[src/rtl/fifo_method_exerciser.sv]
// Caller-side exerciser for an EN_/RDY_ FIFO method interface: enqueues a counting
// sequence starting at SEED and dequeues/checks every element for order and value.
//
// state | meaning
// IDLE  | waiting for start
// RUN   | enqueueing and dequeueing
// DRAIN | all items sent, still dequeueing
// DONE  | run finished, done/pass valid until next start
module fifo_method_exerciser #(
    parameter int unsigned     DW      = 32,
    parameter int unsigned     CW      = 16,
    parameter logic [DW-1:0]   SEED    = DW'(32'h0000_0001),
    parameter int unsigned     TIMEOUT = 1024
) (
    input  logic          CLK,
    input  logic          RST_N,
    input  logic          start,
    input  logic [CW-1:0] num_items,
    output logic [DW-1:0] enq_data,
    output logic          EN_enqueue,
    input  logic          RDY_enqueue,
    input  logic [DW-1:0] first_data,
    output logic          EN_dequeue,
    input  logic          RDY_dequeue,
    output logic          busy,
    output logic          done,
    output logic          pass,
    output logic          timeout,
    output logic [CW-1:0] err_count,
    output logic [CW-1:0] sent_count,
    output logic [CW-1:0] recv_count
);

    localparam int unsigned IW = $clog2(TIMEOUT + 1);

    typedef enum logic [1:0] {S_IDLE, S_RUN, S_DRAIN, S_DONE} state_t;

    state_t        r_state, w_next;
    logic [CW-1:0] r_n, r_sent, r_recv, r_err;
    logic [IW-1:0] r_idle;
    logic [DW-1:0] r_enq_data;
    logic          r_timeout;

    logic          w_start_ok, w_active, w_enq_fire, w_deq_fire;
    logic          w_mismatch, w_idle_cyc, w_to_hit;
    logic [DW-1:0] w_exp;

    assign w_start_ok = start & ((r_state == S_IDLE) | (r_state == S_DONE));
    assign w_active   = (r_state == S_RUN) | (r_state == S_DRAIN);
    assign w_enq_fire = (r_state == S_RUN) & (r_sent < r_n) & RDY_enqueue;
    assign w_deq_fire = w_active & (r_recv < r_n) & RDY_dequeue;
    assign w_exp      = SEED + DW'(r_recv);
    assign w_mismatch = w_deq_fire & (first_data != w_exp);
    assign w_idle_cyc = w_active & ~w_enq_fire & ~w_deq_fire;
    // Fires on the TIMEOUT-th consecutive idle cycle.
    assign w_to_hit   = w_idle_cyc & (r_idle == IW'(TIMEOUT - 1));

    always_ff @(posedge CLK or negedge RST_N) begin
        if (!RST_N) r_state <= S_IDLE;
        else        r_state <= w_next;
    end

    always_comb begin
        w_next = r_state;
        case (r_state)
            S_IDLE, S_DONE: begin
                if (w_start_ok) w_next = (num_items == '0) ? S_DONE : S_RUN;
            end
            S_RUN: begin
                if (w_to_hit)           w_next = S_DONE;
                else if (r_sent == r_n) w_next = S_DRAIN;
            end
            S_DRAIN: begin
                if (w_to_hit || r_recv == r_n) w_next = S_DONE;
            end
            default: w_next = S_IDLE;
        endcase
    end

    always_ff @(posedge CLK or negedge RST_N) begin
        if (!RST_N) begin
            r_n        <= '0;
            r_sent     <= '0;
            r_recv     <= '0;
            r_err      <= '0;
            r_idle     <= '0;
            r_enq_data <= SEED;
            r_timeout  <= 1'b0;
        end else if (w_start_ok) begin
            r_n        <= num_items;
            r_sent     <= '0;
            r_recv     <= '0;
            r_err      <= '0;
            r_idle     <= '0;
            r_enq_data <= SEED;
            r_timeout  <= 1'b0;
        end else begin
            if (w_enq_fire) begin
                r_sent     <= r_sent + 1'b1;
                r_enq_data <= r_enq_data + 1'b1;
            end
            if (w_deq_fire) r_recv <= r_recv + 1'b1;
            if (w_mismatch && r_err != '1) r_err <= r_err + 1'b1;
            if (w_enq_fire || w_deq_fire) r_idle <= '0;
            else if (w_idle_cyc)          r_idle <= r_idle + 1'b1;
            if (w_to_hit) r_timeout <= 1'b1;
        end
    end

    assign enq_data   = r_enq_data;
    assign EN_enqueue = w_enq_fire;
    assign EN_dequeue = w_deq_fire;
    assign busy       = w_active;
    assign done       = (r_state == S_DONE);
    assign pass       = done & (r_err == '0) & ~r_timeout & (r_recv == r_n);
    assign timeout    = r_timeout;
    assign err_count  = r_err;
    assign sent_count = r_sent;
    assign recv_count = r_recv;

endmodule

[config.mk]
export PLATFORM = sky130hd
export DESIGN_NAME = fifo_method_exerciser
export DESIGN_NICKNAME = d
export VERILOG_FILES = /design/src/rtl/fifo_method_exerciser.sv
export SDC_FILE = /design/constraint.sdc
export NUM_CORES = 1
export LEC_CHECK = 0
export BUFFER_PORTS_ARGS = -buffer_cell sky130_fd_sc_hd__buf_2
export CORE_MARGIN = 4
export CORE_UTILIZATION = 30
export CTS_BUF_LIST = sky130_fd_sc_hd__clkbuf_4 sky130_fd_sc_hd__clkbuf_8
export DETAILED_ROUTE_END_ITERATION = 10
export PLACE_DENSITY_LB_ADDON = 0.15
export SLEW_MARGIN = 20
export SYNTH_ARGS = -nofsm -noshare
export SYNTH_HDL_FRONTEND = slang
export SYNTH_SLANG_ARGS = --single-unit
[constraint.sdc]
create_clock -name CLK -period 8.3 [get_ports CLK]
set_input_delay 0.83 -clock CLK [delete_from_list [all_inputs] [get_ports CLK]]
set_output_delay 0.83 -clock CLK [all_outputs]
set_load 0.02 [all_outputs]
==> results.txt, run 1 <==
* Total overflow reported by the global router: 0
- Clk root buf: clkbuf_8
* Critical path start-end classification: register to output port
* Slowest stage delay, CP: 480 ps
* Number of buffers inserted to repair setup after CTS: 0
- On the critical path, the stage with the largest delay is an instance of dfrtp_1.
- Synth Register Bits: 110
* Number of design-rule violations left by the first detailed-router iteration: 363
- Cells along the critical path: ha_1 > nand4_1 > nor4_1 > o21ai_0 > o211ai_1 > buf_4 > inv_1 > buf_2
- For this design the static power due to leakage is 0.003749 µW.
* Vias per cell: 5.046
* Number of max-cap violations: 0
* Most common cell after layout, fill and taps aside: buf_2
* Post-route setup TNS: 0 ps
* Clock insertion delay at the later pin of the skew report: 390 ps
* Number of standard cells after synthesis: 777
* Number of nets in the finished design: ~1000
- Unrepaired setup endpoints after global routing: false
- Of all nets on the critical path, the largest fanout is 29.
- Chip width: 158.6 µm
- For this design, the sink count on the clock tree is 110.
* Async set-or-reset flop fraction in the synthesized netlist: 1.000
- Routability-driven placement finished with a final weighted congestion of 0.8199.
- EDFF count, synth: 0
* Pin count of the biggest net entering global routing: 87
* DIE HEIGHT: 158.6 µm
- STA classifies the critical path endpoint as an output port.
- The number of max-slew violations in the final report was 0.
* Number of levels in the clock H-tree: 3
- The mapped netlist covers 6808 µm².
- At the worst endpoint, the required time is 7470 ps.
- The kind of cell with the highest combined delay along the critical path is buffers and inverters.
- Post_cts resized: 0
- In the final routed layout, each cell accounts on average for 16.64 µm.
- For the pin with the worst max-slew slack, the measured transition is between 900 and 1000 ps.
- Die area: 25170 µm²
- Max Clock Skew: 16.84 ps
* Core utilization of the finished layout: 0.3609
- Sequential element share of the synthesized area: 0.4045
- Hpwl dp: 14560 µm
- The via count of the first global-routing pass is 5837.
- Highest clock rate: about 0.27 GHz
- Result of the run: complete, no violations
* Number of cell instances on the worst register-to-register path: 11
- Clock-pin slew was measured on the worst setup and hold paths at 120 ps.
- Yosys warning count: 0
* Levels on crit path: 8
- Initial core utilization: 0.3081
- Hold repair after CTS inserted 0 buffers.
- # setup viols final: 0
- In the final layout, the share of cells above drive strength 1 is 0.1940.
- Of the available clock period, the critical path in the final layout requires 0.4498.
- Clock period minus worst slack: between 3000 and 4000 ps
- In this run the power density over the cells is 220.1 nW/µm².
* Average cell area after synthesis: slightly below 9 µm²
* Worst Setup Start Kind: register
- For this block, the routed nets add up to 19750 µm of wire.
- The final hold violation count came to 0.
- Counting both buffers and inverters, the worst setup path holds a total of 3.
- The initial antenna violation count is 0.
* CTS max path bufs: 2
* Quantity of I/O buffers inserted on ports: 138
- Filler Cells Inserted: 2323
* Final antenna-violating net count: 0
- The floorplan has 54 rows.
- Via count: around 6000
- Worst slew margin relative to its limit: 0.3316
- Worst hold slack: 374.1 ps
- In this run, CTS created clock tree buffers numbering 9.
- Post-Synthesis Net Count: 871
- Number of different library cells in the post-synthesis netlist: 64
- The first detailed-routing pass took 6 iterations.
* Most used cells in the layout excluding fill and tap cells: 137 x buf_2, 109 x dfrtp_1, 75 x nand2_1, 75 x nor2_1, 64 x o21ai_0
- Final routed DRC violation total: 0
- Top Ports: 139
- TritonCTS built the clock tree.
- The floorplan step defined a core boundary enclosing around 22000 µm².
- Min-Delay Path Class: primary input to asynchronous set/reset pin
- Antenna fix cells: 0
- Highest ir drop seen on vdd: 0.0001002 V
* Post-synth top flop: dfrtp_1
- Across every metal layer, demand over resource in global routing totals 0.1585.
* First-pass GRT wire length: 31620 µm
- Data arrival time at the worst-slack endpoint: 2900 ps
- Compared with the post-synthesis result, the final layout area differs by 17.13%.
[logic make-up after synthesis]
group | after synthesis | share of synthesized area
multiplexers | 3 | 0.004411
adder cells (fa/ha/maj) | 41 | 0.07535
AND/OR/NAND/NOR | 328 | 0.2461
buffers and inverters | 70 | 0.04337
flip-flops | 110 | 0.4045
XOR/XNOR | 59 | 0.07590
AO/OA/AOI/OAI | 166 | 0.1503
[metal layers]
| layer | global-route usage | part of all wire | up-vias |
|---|---|---|---|
| met5 | 0 | 0 | - |
| met4 | 0.05565 | 0.022 | 0 |
| met3 | 0.02691 | 0.050 | 22 |
| met2 | 0.2420 | 0.44 | 146 |
| met1 | 0.2264 | 0.49 | 2801 |
| li1 | - | - | 3021 |
[worst paths after layout]
kind,start,endpoint,slack (ps)
setup / recovery,recv_count[14],EN_dequeue,4570
hold / removal,RST_N,enq_data[20],370
setup reg to reg,recv_count[14],r_idle[10],4690
hold reg to reg,timeout,timeout,520
max in group asynchronous,RST_N,recv_count[4],6970
min in group CLK,timeout,timeout,520
[layout make-up]
type	count	area (µm²)	share of cell area
multi-input combinational	597	3760	0.4715
clock inverter	5	86.33	0.01083
sequential	110	2754	0.3454
inverter	41	153.9	0.01930
timing repair buffer	143	730.7	0.09164
tap	280	350.3	0.04394
clock buffer	11	138.9	0.01742
[power breakdown]
part	internal, µW	switching [µW]
Clock	181	203
Combinational	225	472
Sequential	608	66.2
Total	1010	741
[through the flow]
| stage | instance area, µm² | setup WS (ps) | instances | total power, µW |
|---|---|---|---|---|
| after floorplan | 6808 | 5161 | 777 | 1176 |
| after global placement | 7749 | 4772 | 1171 | 1395 |
| after detailed placement | 7749 | 4684 | 1171 | 1399 |
| after CTS | 7974 | 4490 | 1187 | 1789 |
| after global routing | 7974 | 4215 | 1187 | 1911 |
| final | 7974 | 4566 | 1187 | 1755 |
[registers in the layout (all words and copies together), names as in the netlist]
register / flops
timeout: 1
err_count: 16
r_idle: 11
enq_data: 32
sent_count: 16
r_n: 16
r_state: 2
recv_count: 16
[synthesized netlist by cell type, types with 15 or more instances]
master / n / area (µm²)
inv_1: 41 / 153.9
nand3_1: 36 / 180.2
xor2_1: 22 / 192.7
dfrtp_1: 109 / 2728
clkbuf_1: 17 / 63.81
ha_1: 41 / 513.0
or3_1: 24 / 150.1
nor3_1: 15 / 75.07
nor4_1: 17 / 106.4
a21oi_1: 39 / 195.2
nor2_1: 75 / 281.5
o21ai_0: 64 / 320.3
nand4_1: 25 / 156.4
and3_1: 18 / 112.6
nand2_1: 75 / 281.5
xnor2_1: 37 / 324.1
Note: power is estimated with default switching activity, not from simulation.
==> run 2: changes to the inputs <==
==> constraint.sdc (replaced) <==
create_clock -name CLK -period 3.1 [get_ports CLK]
set_input_delay 0.31 -clock CLK [delete_from_list [all_inputs] [get_ports CLK]]
set_output_delay 0.31 -clock CLK [all_outputs]
set_load 0.02 [all_outputs]
==> run 2 against run 1 <==
Net effect: via count up 1.6%; largest cell class unchanged; non-clock buffer count increased by 26; critical path type is now register to register; setup slack lost 4400 ps; register-to-register slack lost 4500 ps; die area is the same.
==> results.txt, run 2 (synthesis results as in run 1) <==
* Number of design-rule violations left by the first detailed-router iteration: 352 (was 363)
- The core region area is 22090 µm² (unchanged).
* RePlAce Congestion: 0.7819 (was 0.8199)
- Clk root buf: clkbuf_8 (unchanged)
* Data arrival time at the worst-slack endpoint: 3180 ps (was 2900 ps)
- Most used cells in the layout excluding fill and tap cells: 137 x buf_2, 106 x dfrtp_1, 75 x nand2_1, 75 x nor2_1, 63 x o21ai_0 (was 137 x buf_2, 109 x dfrtp_1, 75 x nand2_1, 75 x nor2_1, 64 x o21ai_0)
* Number of max-cap violations: 0 (unchanged)
- Final routed DRC violation total: 0 (unchanged)
- Total CTS buffers: 9 (unchanged)
- The endpoint required time on the critical path came to 3390 ps (was 7470 ps).
- Unrepaired setup endpoints after global routing: false (unchanged).
* Clock transition at path regs: 110 ps (was 120 ps)
* Peak fanout along the critical path: 23 (was 29)
- The final-report setup violation count came to 0 (unchanged).
- Chip width: 158.6 µm (unchanged)
* Die area: 25170 µm² (unchanged)
- Vias per cell: 5.016 (was 5.046)
- DIE HEIGHT: 158.6 µm (unchanged)
* Quantity of I/O buffers inserted on ports: 138 (unchanged)
* Antenna violations before repair: 0 (unchanged)
* Cell Rows: 54 (unchanged)
- Result of the run: complete, no violations (unchanged)
* CP max-delay cell: dfrtp_1 (unchanged)
- Counting I/O delays and the setup requirement, the final critical path takes 2891 ps.
- Cell mode on critical path: nand2_1
- The TritonCTS clock tree was yes (unchanged).
- The number of filler cells placed in the layout came to 2291 (was 2323).
- CTS sink cnt: 110 (unchanged)
* Pin count of the biggest net entering global routing: 79 (was 87)
- Overall track demand over capacity in global routing: 0.1545 (was 0.1585)
* Most common cell after layout, fill and taps aside: buf_2 (unchanged)
* Final antenna-violating net count: 0 (unchanged)
* Routed met2 length: 8757 µm (was 8706 µm)
* Top Ports: 139 (unchanged)
- Total leakage power: 0.003896 µW (was 0.003749 µW)
- The routed wirelength normalized by instance count was 16.07 µm (was 16.64 µm).
* Fraction of the cycle the final worst path needs: 0.9325
* Initial core utilization: 0.3081 (unchanged)
* Final hold violation count: 0 (unchanged)
- The number of placed instances, taps included was 1195 (was 1171).
- The met1 routed wirelength after detailed routing came to 9479 µm (was 9634 µm).
* Cells along the critical path: nand2_1 > or4_1 > xnor2_1 > a211oi_1 > nand2_1 > o21ai_4 > buf_12 > nor2_1 > o31a_1 (was ha_1 > nand4_1 > nor4_1 > o21ai_0 > o211ai_1 > buf_4 > inv_1 > buf_2)
* Worst slew margin relative to its limit: 0.6505 (was 0.3316)
* Total overflow reported by the global router: 0 (unchanged)
- Static timing analysis puts the maximum clock frequency at 0.3459 GHz.
- The type of the tightest min-delay check is primary input to register (was primary input to asynchronous set/reset pin).
- Highest ir drop seen on vdd: 0.0004032 V (was 0.0001002 V)
* CTS max path bufs: 2 (unchanged)
* Max Clock Skew: 22.91 ps (was 16.84 ps)
* Post-route setup TNS: 0 ps (unchanged)
* Antenna fix cells: 0 (unchanged)
- The type of element capturing the critical path is a register (was output port).
- Total length of routed met3 wires: 869 µm (was 979 µm)
- Post-synthesis to final-layout area growth: 21.14% (was 17.13%)
- Worst Setup Start Kind: register (unchanged)
- Hpwl dp: 14530 µm (was 14560 µm)
* Max FFs per register: 32 (unchanged)
- The uppermost signal routing layer after detailed routing is met4 (unchanged).
- Non-filler instance count after layout: 1213 (was 1187)
- Number of levels in the clock H-tree: 3 (unchanged)
- The number of max-slew violations in the final report is 0 (unchanged).
* Number of nets in the finished design: 1022 (was 996)
* Via count: 6084 (was 5990)
* Clock insertion delay at the later pin of the skew report: 400 ps (was 390 ps)
- First drt pass iteration count: 4 (was 6)
- Critical path start-end classification: register to register (was register to output port)
- The total power divided by cell area came to 586.7 nW/µm² (was 220.1 nW/µm²).
- Share of post-route cells with drive strength above 1: 0.2197 (was 0.1940)
- The global-route wire length before repair was 30850 µm (was 31620 µm).
- The total wire length after detailed routing is 19490 µm (was 19750 µm).
* Slowest stage delay, CP: 610 ps (was 480 ps)
* Number of global-route vias before repair: 5743 (was 5837)
- The transition time at the pin with the least slew margin is 523.0 ps (was 998.9 ps).
-- run 2: changes by cell type in the layout (fill, tap and decap cells not counted), moves of 2 or more --
cell	delta
buf_12	+5
dfrtp_2	+3
dfrtp_1	-3
buf_4	+20
clkbuf_4	-2
-- run 2: path summary, 6_finish.rpt --
path | from | end | slack, ps | cells past startpoint
setup reg to reg | recv_count[8] | err_count[9] | 210 | 9
setup / recovery | recv_count[8] | err_count[9] | 210 | 9
hold / removal | num_items[0] | r_n[0] | 130 | 3
min in group asynchronous | RST_N | enq_data[22] | 410 | 2
max in group asynchronous | RST_N | r_idle[1] | 1870 | 3
hold reg to reg | timeout | timeout | 530 | 2
-- run 2: stage by stage --
| stage | hold WS [ps] | util | worst slack [ps] | power, µW | instance area (µm²) |
|---|---|---|---|---|---|
| final | 133.3 | 0.3733 | 209.3 | 4839 | 8247 |
| after floorplan | 14.41 | - | 239.9 | 3149 | 6808 |
| after global placement | 334.0 | 0.3617 | 200.4 | 3867 | 7991 |
| after detailed placement | 329.0 | 0.3617 | 195.8 | 3880 | 7991 |
| after global routing | 134.2 | 0.3733 | 25.57 | 5249 | 8247 |
| after CTS | 114.3 | 0.3725 | 156.9 | 4924 | 8229 |
-- run 2: where the power goes --
| part | total [µW] | switching [µW] | internal [µW] |
|---|---|---|---|
| Combinational | 2030 | 1310 | 724 |
| Sequential | 1780 | 154 | 1630 |
| Clock | 1020 | 541 | 482 |
-- run 2: timing repair --
action,4_1_cts,5_1_grt
hold buffers,1,0
endpoints found under the hold margin,37,0
setup endpoints to repair,0,3
resized for setup,0,5
buffers inserted,0,1
-- run 2: cell type report --
cell class,count,area (µm²),area share
sequential,110,2758,0.3344
clock buffer,10,137.6,0.01669
inverter,41,153.9,0.01866
multi-input combinational,597,3766,0.4567
timing repair buffer,169,991.0,0.1202
tap,280,350.3,0.04248
clock inverter,6,90.09,0.01092
-- run 2: worst max-delay path: cells and delay by family, from the launching register on --
| kind | cells | cell delay [ps] |
|---|---|---|
| buffers and inverters | 1 | 170 |
| XOR/XNOR | 1 | 150 |
| AO/OA/AOI/OAI | 3 | 770 |
| AND/OR/NAND/NOR | 4 | 1080 |
| flip-flops | 1 | 610 |
-- run 2: routing by layer --
layer	GRT usage	vias up
li1	-	3072
met1	0.2177	2842
met2	0.2452	148
met3	0.02011	22
met4	0.05158	0
met5	0	-
